File: src/rtl/instr_loader_pkg.sv
// Shared types and constants for the boot-time instruction loader.
package loader_pkg;

  // Loader FSM states, in the order a frame is parsed.
  typedef enum logic [2:0] {
    IDLE   = 3'd0,
    SYNC   = 3'd1,
    LEN_LO = 3'd2,
    LEN_HI = 3'd3,
    DATA   = 3'd4,
    CHECK  = 3'd5,
    DONE   = 3'd6,
    ERROR  = 3'd7
  } state_e;

  // Frame marker that must precede the length field.
  localparam logic [7:0] SYNC_BYTE = 8'hA5;

  // Values reported on err_o.
  localparam logic [1:0] ERR_NONE = 2'd0;
  localparam logic [1:0] ERR_LEN  = 2'd1;
  localparam logic [1:0] ERR_SUM  = 2'd2;

endpackage

File: src/rtl/instr_loader_if.sv
// Byte-stream input and instruction-memory write bus of the loader.
// master: the environment (serial receiver and memory); slave: the loader.
interface instr_loader_if #(
  parameter int AddressWidth = 10
) ();

  logic                    rx_valid_i;
  logic [7:0]              rx_data_i;
  logic                    rx_ready_o;
  logic                    imem_wr_en_o;
  logic [AddressWidth-1:0] imem_wr_addr_o;
  logic [31:0]             imem_wr_data_o;

  modport master (
    output rx_valid_i,
    output rx_data_i,
    input  rx_ready_o,
    input  imem_wr_en_o,
    input  imem_wr_addr_o,
    input  imem_wr_data_o
  );

  modport slave (
    input  rx_valid_i,
    input  rx_data_i,
    output rx_ready_o,
    output imem_wr_en_o,
    output imem_wr_addr_o,
    output imem_wr_data_o
  );

endinterface

File: src/rtl/instr_loader_byte_packer.sv
// Collects payload bytes little-endian into 32-bit words and emits a
// registered one-cycle word_valid_o pulse the cycle after the fourth byte.
module byte_packer (
  input  logic        clk_i,
  input  logic        rst_i,
  input  logic        clear_i,
  input  logic        byte_valid_i,
  input  logic [7:0]  byte_i,
  output logic [1:0]  lane_o,
  output logic        word_valid_o,
  output logic [31:0] word_o
);

  logic [1:0]  lane_q, lane_d;
  logic [23:0] buf_q, buf_d;
  logic [31:0] word_q, word_d;
  logic        word_valid_q, word_valid_d;

  // Place each byte into its lane; the fourth byte completes the word.
  always_comb begin
    lane_d       = lane_q;
    buf_d        = buf_q;
    word_d       = word_q;
    word_valid_d = 1'b0;
    if (clear_i) begin
      lane_d = 2'd0;
      buf_d  = 24'd0;
    end else if (byte_valid_i) begin
      case (lane_q)
        2'd0:    buf_d[7:0]   = byte_i;
        2'd1:    buf_d[15:8]  = byte_i;
        2'd2:    buf_d[23:16] = byte_i;
        default: begin
          word_d       = {byte_i, buf_q};
          word_valid_d = 1'b1;
        end
      endcase
      lane_d = lane_q + 2'd1;
    end
  end

  // Lane, partial word and output word registers; reset drops any partial word.
  always_ff @(posedge clk_i) begin
    if (rst_i) begin
      lane_q       <= 2'd0;
      buf_q        <= 24'd0;
      word_q       <= 32'd0;
      word_valid_q <= 1'b0;
    end else begin
      lane_q       <= lane_d;
      buf_q        <= buf_d;
      word_q       <= word_d;
      word_valid_q <= word_valid_d;
    end
  end

  assign lane_o       = lane_q;
  assign word_valid_o = word_valid_q;
  assign word_o       = word_q;

endmodule

File: src/rtl/instr_loader.sv
// Boot loader: parses sync / length / payload / checksum frames from a byte
// stream, writes words into instruction memory and releases the core only
// after a load with a matching checksum.
module instr_loader
  import loader_pkg::*;
#(
  parameter int AddressWidth = 10
) (
  input  logic                 clk_i,
  input  logic                 rst_i,
  input  logic                 start_i,
  instr_loader_if.slave        bus,
  output logic                 cpu_rst_o,
  output logic                 busy_o,
  output logic                 done_o,
  output logic [1:0]           err_o
);

  localparam int          CntWidth = AddressWidth - 1;
  localparam logic [16:0] Capacity = 17'(1) << (AddressWidth - 2);

  state_e                  state_q, state_d;
  logic [7:0]              len_lo_q, len_lo_d;
  logic [15:0]             len_q, len_d;
  logic [CntWidth-1:0]     word_cnt_q, word_cnt_d;
  logic [7:0]              checksum_q, checksum_d;
  logic [1:0]              err_q, err_d;
  logic [AddressWidth-1:0] wr_addr_q, wr_addr_d;

  logic        rx_ready;
  logic        accept;
  logic [15:0] len_n;
  logic        pack_clear;
  logic        pack_valid;
  logic [1:0]  pack_lane;
  logic        pack_word_valid;
  logic [31:0] pack_word;

  assign rx_ready = (state_q == SYNC) || (state_q == LEN_LO) || (state_q == LEN_HI) ||
                    (state_q == DATA) || (state_q == CHECK);
  assign accept   = bus.rx_valid_i && rx_ready;

  byte_packer u_packer (
    .clk_i        (clk_i),
    .rst_i        (rst_i),
    .clear_i      (pack_clear),
    .byte_valid_i (pack_valid),
    .byte_i       (bus.rx_data_i),
    .lane_o       (pack_lane),
    .word_valid_o (pack_word_valid),
    .word_o       (pack_word)
  );

  // Next-state logic: frame parsing, length validation, word counting, checksum.
  always_comb begin
    state_d    = state_q;
    len_lo_d   = len_lo_q;
    len_d      = len_q;
    word_cnt_d = word_cnt_q;
    checksum_d = checksum_q;
    err_d      = err_q;
    wr_addr_d  = wr_addr_q;
    len_n      = {bus.rx_data_i, len_lo_q};
    pack_clear = 1'b0;
    pack_valid = 1'b0;
    case (state_q)
      IDLE, DONE, ERROR: begin
        if (start_i) begin
          state_d    = SYNC;
          err_d      = ERR_NONE;
          checksum_d = 8'd0;
          word_cnt_d = '0;
        end
      end
      SYNC: begin
        if (accept && (bus.rx_data_i == SYNC_BYTE)) state_d = LEN_LO;
      end
      LEN_LO: begin
        if (accept) begin
          len_lo_d = bus.rx_data_i;
          state_d  = LEN_HI;
        end
      end
      LEN_HI: begin
        if (accept) begin
          len_d = len_n;
          if ((len_n == 16'd0) || ({1'b0, len_n} > Capacity)) begin
            state_d = ERROR;
            err_d   = ERR_LEN;
          end else begin
            state_d    = DATA;
            word_cnt_d = '0;
            checksum_d = 8'd0;
            pack_clear = 1'b1;
          end
        end
      end
      DATA: begin
        if (accept) begin
          pack_valid = 1'b1;
          checksum_d = checksum_q ^ bus.rx_data_i;
          if (pack_lane == 2'd3) begin
            wr_addr_d  = AddressWidth'({word_cnt_q, 2'b00});
            word_cnt_d = word_cnt_q + 1'b1;
            if ((int'(word_cnt_q) + 1) == int'(len_q)) state_d = CHECK;
          end
        end
      end
      CHECK: begin
        if (accept) begin
          if (bus.rx_data_i == checksum_q) begin
            state_d = DONE;
          end else begin
            state_d = ERROR;
            err_d   = ERR_SUM;
          end
        end
      end
      default: state_d = IDLE;
    endcase
  end

  // State and datapath registers with synchronous reset.
  always_ff @(posedge clk_i) begin
    if (rst_i) begin
      state_q    <= IDLE;
      len_lo_q   <= 8'd0;
      len_q      <= 16'd0;
      word_cnt_q <= '0;
      checksum_q <= 8'd0;
      err_q      <= ERR_NONE;
      wr_addr_q  <= '0;
    end else begin
      state_q    <= state_d;
      len_lo_q   <= len_lo_d;
      len_q      <= len_d;
      word_cnt_q <= word_cnt_d;
      checksum_q <= checksum_d;
      err_q      <= err_d;
      wr_addr_q  <= wr_addr_d;
    end
  end

  assign bus.rx_ready_o     = rx_ready;
  assign bus.imem_wr_en_o   = pack_word_valid;
  assign bus.imem_wr_addr_o = wr_addr_q;
  assign bus.imem_wr_data_o = pack_word;
  assign busy_o             = rx_ready;
  assign done_o             = (state_q == DONE);
  assign cpu_rst_o          = (state_q != DONE);
  assign err_o              = err_q;

endmodule

File: src/flat_wrapper.sv
// flat-port wrapper written by rule: the top's interface ports become plain ports
module instr_loader_flat import loader_pkg::*;
#(
  parameter int AddressWidth = 10
)
  (clk_i, rst_i, start_i, cpu_rst_o, busy_o, done_o, err_o, bus_rx_valid_i, bus_rx_data_i, bus_rx_ready_o, bus_imem_wr_en_o, bus_imem_wr_addr_o, bus_imem_wr_data_o);
  instr_loader_if #(.AddressWidth(AddressWidth)) bus_i ();
  input  logic clk_i;
  input  logic rst_i;
  input  logic start_i;
  output logic cpu_rst_o;
  output logic busy_o;
  output logic done_o;
  output logic [1:0] err_o;
  input wire logic [$bits(bus_i.rx_valid_i)-1:0] bus_rx_valid_i;
  input wire logic [$bits(bus_i.rx_data_i)-1:0] bus_rx_data_i;
  output wire logic [$bits(bus_i.rx_ready_o)-1:0] bus_rx_ready_o;
  output wire logic [$bits(bus_i.imem_wr_en_o)-1:0] bus_imem_wr_en_o;
  output wire logic [$bits(bus_i.imem_wr_addr_o)-1:0] bus_imem_wr_addr_o;
  output wire logic [$bits(bus_i.imem_wr_data_o)-1:0] bus_imem_wr_data_o;
  assign bus_i.rx_valid_i = bus_rx_valid_i;
  assign bus_i.rx_data_i = bus_rx_data_i;
  assign bus_rx_ready_o = bus_i.rx_ready_o;
  assign bus_imem_wr_en_o = bus_i.imem_wr_en_o;
  assign bus_imem_wr_addr_o = bus_i.imem_wr_addr_o;
  assign bus_imem_wr_data_o = bus_i.imem_wr_data_o;
  instr_loader #(.AddressWidth(AddressWidth)) u_core (.clk_i(clk_i), .rst_i(rst_i), .start_i(start_i), .bus(bus_i), .cpu_rst_o(cpu_rst_o), .busy_o(busy_o), .done_o(done_o), .err_o(err_o));
endmodule
File: config.mk
export PLATFORM = sky130hd
export DESIGN_NAME = instr_loader_flat
export DESIGN_NICKNAME = d
export VERILOG_FILES = /design/src/rtl/instr_loader_pkg.sv /design/src/rtl/instr_loader_if.sv /design/src/rtl/instr_loader_byte_packer.sv /design/src/rtl/instr_loader.sv /design/src/flat_wrapper.sv
export SDC_FILE = /design/constraint.sdc
export NUM_CORES = 1
export LEC_CHECK = 0
export ABC_AREA = 1
export CAP_MARGIN = 20
export CORE_MARGIN = 1
export CORE_UTILIZATION = 50
export CTS_CLUSTER_DIAMETER = 120
export DETAILED_ROUTE_END_ITERATION = 6
export PLACE_DENSITY = 0.73
export SLEW_MARGIN = 20
export SYNTH_ARGS = -nofsm -noshare
export SYNTH_HDL_FRONTEND = slang
export SYNTH_HIERARCHICAL = 1
export SYNTH_SLANG_ARGS = --single-unit
File: constraint.sdc
create_clock -name clk_i -period 1.63 [get_ports clk_i]
set_clock_uncertainty 0.05 [all_clocks]
set_input_delay 0.4075 -clock clk_i [delete_from_list [all_inputs] [get_ports clk_i]]
set_output_delay 0.4075 -clock clk_i [all_outputs]
set_load 0.02 [all_outputs]
After elaboration in Yosys (flattened, before gate mapping)
Index checks and enable logic that the tools add are counted.
Widths: inputs -> output; s select.
- bits of input ports: 12
- logic and storage cells: 107
- output and inout port bits: 49
- bits in registers: 113
- multiplexer cells: 34
- bitwise operators: 4
- equal/unequal tests: 25
- reductions and logical operators: 27
- add/subtract/negate cells: 3
- $lt $le $gt $ge: 1
- operators by type and width (operator ; count):
    $mux 9 ; 5
    $eq 32x17->1 ; 1
    $mux 8 ; 4
    $pmux 9 s3 ; 1
    $mux 3 ; 8
    $pmux 8 s3 ; 1
    $pmux 3 s6 ; 1
    $gt 16x9->1 const B ; 1
    $logic_not 16->1 ; 1
    $ne 2x2->1 const B ; 7
    $eq 3x3->1 const B ; 4
    $mux 2 ; 6
    $reduce_and 6->1 ; 2
    $add 9x1->10 const B ; 1
    $reduce_and 2->1 ; 5
    $add 9x1->9 const B ; 1
    $reduce_or 3->1 ; 3
    $eq 8x8->1 ; 1
    $eq 8x8->1 const B ; 1
    $ne 2x1->1 const B ; 4
    $reduce_and 8->1 ; 1
    $xor 8x8->8 ; 1
    $mux 1 ; 7
    $eq 3x2->1 const B ; 2
    15 further kinds ; 25

Depth between registers and ports, before layout
Gate-level depths: netlist of the first run.
- depth after elaboration: 10
- depth in mapped cells: 14

Hierarchy
Netlist of the first run, hierarchy kept.
- modules (own cells, without submodules) (module ; instances ; cells each ; area an instance (um2) ; sequential area each (um2)):
    instr_loader ; 1 ; 437 ; 2946.6 ; 1081.0
    byte_packer ; 1 ; 327 ; 2283.4 ; 1181.1

Worst setup path before layout of the first run
No wires, ideal clock.
- kind: flip-flop to flip-flop
- start: register u_core.state_q[2]
- end: register u_core.u_packer.word_q[10] (netlist: u_core/u_packer/word_o[10])
- buffers on the path: 3
- path slack: -181 ps
- required time: 1467 ps
- setup time: 113 ps
- data arrival time: 1648 ps
- clock period less this slack: 1811 ps
- cell stages (with the launch flop): 9
- cell sequence: dfxtp_1 -> nand3_2 -> clkbuf_1 -> nor2_1 -> nand3_1 -> buf_4 -> buf_2 -> nor2_1 -> nor2_1
- RTL lines (what ; RTL line ; source):
    start, declared ; instr_loader.sv:22 ; state_e state_q, state_d;
    start signal, assigned ; instr_loader.sv:134 ; state_q <= state_d;
    $eq 3x1->1 or $eq 3x2->1 (tied branches) ; instr_loader.sv:39 ; assign rx_ready = (state_q == SYNC) || (state_q == LEN_LO) || (state_q == LEN_HI) ||
    $logic_or 1x1->1 (3 in series) ; instr_loader.sv:39 ;
    $logic_or 1x1->1 ; instr_loader.sv:40 ; (state_q == DATA) || (state_q == CHECK);
    $logic_and 1x1->1 ; instr_loader.sv:41 ; assign accept = bus.rx_valid_i && rx_ready;
    $mux 1 ; instr_loader.sv:99 ; if (accept) begin
    $mux 1 * ; instr_loader.sv:66 ; case (state_q)
    named net u_core.pack_valid ; instr_loader.sv:34 ; logic pack_valid;
    $reduce_and 3->1 (no source line) * ; -- ;
    end signal, assigned ; instr_loader_byte_packer.sv:52 ; word_q <= word_d;
    end, declared ; instr_loader_byte_packer.sv:16 ; logic [31:0] word_q, word_d;
The timed path passes the listed nets; every way through them passes the cells marked *.
A chain may end at the register's enable or synchronous reset.

Worst setup path in the final report of the first run
- start: register u_core.word_cnt_q[0]
- end: register u_core.state_q[2]
- word-level cells in the longest chain between the ends: 4
- RTL lines (what ; RTL line ; source):
    start, declared ; instr_loader.sv:25 ; logic [CntWidth-1:0] word_cnt_q, word_cnt_d;
    start signal, assigned ; instr_loader.sv:137 ; word_cnt_q <= word_cnt_d;
    $add 9x1->10 ; instr_loader.sv:105 ; if ((int'(word_cnt_q) + 1) == int'(len_q)) state_d = CHECK;
    $eq 32x17->1 ; instr_loader.sv:105 ;
    $ne 2x2->1 (no source line) ; -- ;
    $reduce_and 8->1 (no source line) ; -- ;
No other way between the ends.

==> results of run 1 <==
-- metrics by stage --
stage | setup WS, ns | cell area (µm²) | setup TNS, ns
global route | -0.4488 | 8429 | -27.59
finish | -0.4395 | 8429 | -21.82
CTS | -0.1967 | 7841 | -8.132
floorplan | 0.005275 | 5259 | 0
global placement | -1.073 | 6606 | -71.76
detailed placement | -1.109 | 6606 | -74.51
-- synthesized netlist by cell type (2+ instances only) --
cell type	number
a21oi_1	47
a21oi_2	11
buf_2	9
buf_4	4
buf_6	2
clkbuf_1	11
dfxtp_1	113
ha_1	6
inv_1	78
inv_2	5
nand2_1	181
nand2_2	4
nand3_1	37
nand3_2	9
nor2_1	162
nor2_2	4
nor2_4	2
nor3_1	6
o21ai_0	50
o21ai_1	2
xnor2_1	4
xor2_1	4
-- metal layers --
metal	global-route usage [%]	vias up	share of wire, %
li1	-	2767	-
met2	57.24	566	48
met4	18.78	0	7.8
met3	7.644	166	9.8
met5	0	-	0
met1	33.89	3032	34
-- logic make-up after synthesis --
family | Yosys count | synth area share [%]
buffers and inverters | 112 | 9.091
adders and majority gates | 6 | 1.435
DFF | 113 | 43.25
xor gates and xnor gates | 8 | 1.340
and+or+nand+nor | 412 | 33.21
AOI/OAI and AO/OA | 112 | 11.60
other | 1 | 0.07170
-- area by class of cell --
cell class	count	area, µm²	area share, %
sequential	113	2281	27.06
clock inverter	11	131.4	1.559
timing repair buffer	183	1738	20.62
multi-input combinational	544	3288	39.01
tap	133	166.4	1.974
inverter	85	354.1	4.201
timing repair inverter	1	11.26	0.1336
clock buffer	21	459.2	5.448
-- flip-flops by register name, indices dropped and copies added, names as in the netlist --
name,flops
u_core/state_q,3
u_core/checksum_q,8
u_core/u_packer/buf_q,24
u_core/word_cnt_q,9
u_core/u_packer/word_valid_o,1
u_core/bus.imem_wr_addr_o,8
u_core/len_lo_q,8
u_core/u_packer/word_o,32
u_core/u_packer/lane_o,2
u_core/len_q,16
u_core/err_o,2
-- what timing repair did --
action / CTS / global route
buffers inserted: 12 / 19
cloned: 10 / 5
endpoints found under the setup margin: 136 / 141
resized for setup: 236 / 228
pin swaps: 26 / 51
-- report_power, final --
group | switching [mW] | internal, mW
clock | 1.42 | 2.30
sequential | 0.191 | 2.96
combinational | 2.10 | 1.50
-- critical path, cell delays in order (launching register included) --
cell     delay [ns]
dfxtp_2        0.36
buf_4          0.16
inv_1          0.09
nor2_4         0.15
nand2_1        0.10
nand2_2        0.10
nor2_1         0.07
nor2_1         0.16
nand2_1        0.14
nor2_1         0.17
nand2_2        0.12
nand2_4        0.12
nand3_2        0.06
nand2_1        0.07
nor2_1         0.05
-- path summary, 6_finish.rpt --
kind	startpoint	slack, ns	cells past startpoint	endpoint
worst min register to register	u_core/len_q[15]	0.40	2	u_core/len_q[15]
worst max-delay path	u_core/word_cnt_q[0]	-0.44	14	u_core/state_q[2]
worst min-delay path	bus_rx_data_i[1]	0.40	4	u_core/len_lo_q[1]
worst max register to register	u_core/word_cnt_q[0]	-0.44	14	u_core/state_q[2]
==> flow_metrics.tcl, run 1 <==
set metrics [dict create \
    hp-class "in -> reg" \
    cts-root-buf "clkbuf_8" \
    hpwlAfterDp_mm 9.745 \
    avgSynthCellArea_um2 6.846 \
    vias 6531 \
    critPathCaptureType "register" \
    routed_wl_mm 21.97 \
    synth_cell_types 35 \
    required_ns 2.00 \
    critical_path_class "reg -> reg" \
    wire_per_inst_um 20.14 \
    portBuffers 58 \
    worst_pin_slew_ns 0.5525 \
    fin_total_pwr_mw 10.48 \
    cp.arrival_ns 2.44 \
    core_area_um2 9955 \
    grt_pass1_wl_mm 27.17 \
    violations "design-rule violations, negative setup slack" \
    cp-start-kind "register" \
    track_usage_pct 31.94 \
    path_clk_slew_ns 0.06 \
    synth_edf_count 0 \
    gp_congestion 0.9131 \
    rows 36 \
    yosys_warnings 6 \
    worstPathMaxFanout 6 \
    drt_iter0_drc 679 \
    fp.dieArea_um2 10870 \
    grt.overflow.total 0 \
    slew_headroom_pct 63.11 \
    synthArstFlopShare_pct 0 \
    fin_ws_ns -0.4395 \
    postLayoutCoreUtil_pct 84.68 \
    min_period_over_period_pct 127.0 \
    tritoncts "built" \
    postRouteAntennaNets 0 \
    finalSetupViolCount 97 \
    cts_made_buffers 17 \
    ys_ff_latch 113 \
    n_antenna_cell 0 \
    drv_slew 0 \
    yosysTopAreaCellShare_pct 43.25 \
    cts_num_sinks 113 \
    nFillCells 501 \
    firstDrtPassIters 7 \
    syn_area_um2 5230 \
    die_x_um 104.3 \
    synth_top_cells_by_area "dfxtp_1 43%, nand2_1 13%, nor2_1 12%, inv_1 5.6%, o21ai_0 4.8%" \
    yosysSeqAreaShare_pct 43.25 \
    rsz0062_at_grt "yes" \
    h-tree-depth 4 \
    start_util_pct 52.54 \
    final_nets 963 \
    ir_drop_mv 0.7348 \
    synth_cells 764 \
    holdBufCountCts 0 \
    clock_latency_ns 0.53 \
    yosysTopAreaCell "dfxtp_1" \
    outcome "finished, violations left" \
    finalHoldViolCount 0 \
    max_freq_mhz 483.2 \
    fin_cells 1091 \
    p_leak_nw 3.833 \
    routed_via_density 5.986 \
    final_layout_size_suffix_gt1_share_pct 42.59 \
    drc 5 \
    grt_pass1_vias 5801 \
    finalCriticalPeriod_ns 2.069 \
    cap_viol_max_count 0 \
    layout_common_cells "127 x nor2_1, 127 x nand2_1, 102 x dfxtp_1" \
    fin_hold_ws_ns 0.3997 \
    die_h_um 104.3 \
    p_per_area_nw_per_um2 1243 \
    cts_buffer_depth 2 \
    antenna_found_initial 0 \
    area_delta_synth_final_pct 61.17 \
    grt_max_degree 33 \
    ios 61 \
    place_inst 1019 \
    synth_flop_cell "dfxtp_1" \
]
Power figures use the tool's default switching activity.
==> run 2, diff against run 1 <==
--- a/config.mk
+++ b/config.mk
@@ -6,12 +6,11 @@
 export NUM_CORES = 1
 export LEC_CHECK = 0
 export ABC_AREA = 1
-export CAP_MARGIN = 20
 export CORE_MARGIN = 1
 export CORE_UTILIZATION = 50
 export CTS_CLUSTER_DIAMETER = 120
 export DETAILED_ROUTE_END_ITERATION = 6
-export PLACE_DENSITY = 0.73
+export PLACE_DENSITY = 0.79
 export SLEW_MARGIN = 20
 export SYNTH_ARGS = -nofsm -noshare
 export SYNTH_HDL_FRONTEND = slang
==> run 2 against run 1 <==
  * The run ends with negative setup slack left
  * Hold slack worse by 0.023 ns
  * Sequential power about the same
  * First-iteration DRC count increased by 15%
  * Setup slack worse by 0.015 ns
  * Flip-flop and latch count unchanged
  * Critical path type unchanged
  * Critical endpoint is now u_core/u_packer/word_o[24]
==> flow_metrics.tcl, run 2 (synthesized netlist as in run 1, its figures left out) <==
set metrics [dict create \
    outcome "finished, violations left" \
    violations "negative setup slack" \
    crit_chain "nor2_1, nand2_2, o21ai_2, nand3b_1, nor3_4, inv_2, nand3_4, buf_12, buf_16, nor2_2, nor2_1" \
    grt_pass1_vias 6110 \
    n_antenna_cell 0 \
    tritoncts "built" \
    slew_headroom_pct 63.92 \
    final_nets 957 \
    area_delta_synth_final_pct 62.82 \
    cts_made_buffers 17 \
    worstPathMaxFanout 6 \
    gp_congestion 0.9375 \
    worst-path-buf-inv 3 \
    p_leak_nw 3.766 \
    postRouteAntennaNets 0 \
    fin_cells 1085 \
    portBuffers 58 \
    grt.overflow.total 0 \
    holdBufCountCts 0 \
    layout_common_cells "110 x nand2_1, 103 x nor2_1, 99 x dfxtp_1" \
    routed_wl_mm 23.12 \
    grt_max_degree 25 \
    worst_pin_slew_ns 0.5396 \
    start_util_pct 52.54 \
    cts-root-buf "clkbuf_8" \
    rows 36 \
    hpwlAfterDp_mm 9.780 \
    h-tree-depth 4 \
    critical_path_class "reg -> reg" \
    max_freq_mhz 479.7 \
    largest_reg_flops 32 \
    p_per_area_nw_per_um2 1256 \
    grt_pass1_wl_mm 29.80 \
    ios 61 \
    cts_buffer_depth 2 \
    vias 6590 \
    cp.arrival_ns 2.50 \
    regToRegSetupSlack_ns -0.45 \
    wire_per_inst_um 21.30 \
    cp-start-kind "register" \
    drt_iter0_drc 778 \
    ir_drop_mv 0.7471 \
    clock_latency_ns 0.54 \
    core_area_um2 9955 \
    fin_ws_ns -0.4547 \
    fp.dieArea_um2 10870 \
    finalHoldViolCount 0 \
    rsz0062_at_grt "yes" \
    path_delay_family "simple AND/OR/NAND/NOR gates" \
    tns_ns -28.63 \
    routed_via_density 6.074 \
    drv_slew 0 \
    crit_top_cell "nor2_1" \
    firstDrtPassIters 6 \
    finalSetupViolCount 102 \
    drc 0 \
    track_usage_pct 34.79 \
    die_h_um 104.3 \
    finalCriticalPeriod_ns 2.085 \
    final_common_cell "nand2_1" \
    required_ns 2.04 \
    final_layout_size_suffix_gt1_share_pct 46.74 \
    min_period_over_period_pct 127.9 \
    fin_total_pwr_mw 10.70 \
    antenna_found_initial 0 \
    place_area_um2 6584 \
    hp-class "in -> reg" \
    slowest_stage "dfxtp_1" \
    cts_num_sinks 113 \
    finish.instance_area_um2 8516 \
    die_x_um 104.3 \
    cap_viol_max_count 0 \
    critPathCaptureType "register" \
    nFillCells 468 \
    crit_path_max_incr_delay_ns 0.32 \
    path_clk_slew_ns 0.06 \
    place_inst 1021 \
]
run 2: layer usage:
layer / wire length (µm) / vias to the layer above / track usage (%)
met3: 2461 / 193 / 9.900
met5: 0 / - / 0
met4: 1897 / 0 / 21.63
met1: 7446 / 3058 / 37.10
li1: - / 2744 / -
met2: 11310 / 595 / 60.36
run 2: path summary, 6_finish.rpt:
| path | startpoint | end | cells past startpoint |
|---|---|---|---|
| worst max register to register | u_core/len_lo_q[4] | u_core/u_packer/word_o[24] | 11 |
| worst min-delay path | bus_rx_data_i[7] | u_core/u_packer/word_o[31] | 4 |
| worst min register to register | u_core/len_q[14] | u_core/len_q[14] | 2 |
| worst max-delay path | u_core/len_lo_q[4] | u_core/u_packer/word_o[24] | 11 |
run 2: cell type report:
cell class	count	area, µm²	share of cell area, %
Timing Repair Buffer	180	1635	19.20
Inverter	85	357.8	4.202
Tap cell	133	166.4	1.954
Sequential cell	113	2285	26.83
Timing Repair inverter	1	11.26	0.1322
Multi-Input combinational cell	541	3373	39.61
Clock buffer	18	427.9	5.025
Clock inverter	14	259.0	3.041
run 2: worst min-delay path, delay by kind of cell:
family	cells	cell delay [ns]
buf+inv	2	0.34
simple gates	2	0.16
run 2: where the power goes:
| group | leakage [nW] | internal, mW | switching, mW |
|---|---|---|---|
| clock | 0.323 | 2.98 | 1.39 |
| combinational | 2.52 | 1.22 | 1.92 |
| sequential | 0.919 | 2.97 | 0.214 |
run 2: per-stage QoR:
stage               setup WS [ns]  util, %  hold slack, ns
finish                    -0.4547    85.55          0.3763
global placement          -0.6286    66.14          0.3885
CTS                       -0.1884    80.88          0.4127
detailed placement        -0.6641    66.14          0.4057
floorplan                0.005275        -          0.3792
global route              -0.4805    85.55          0.3767
run 2: what timing repair did:
| action | CTS | global route |
|---|---|---|
| gates cloned | 11 | 4 |
| setup buffers | 14 | 8 |
| pin swaps | 35 | 54 |
| gates resized for setup | 247 | 255 |
| endpoints found under the setup margin | 135 | 142 |
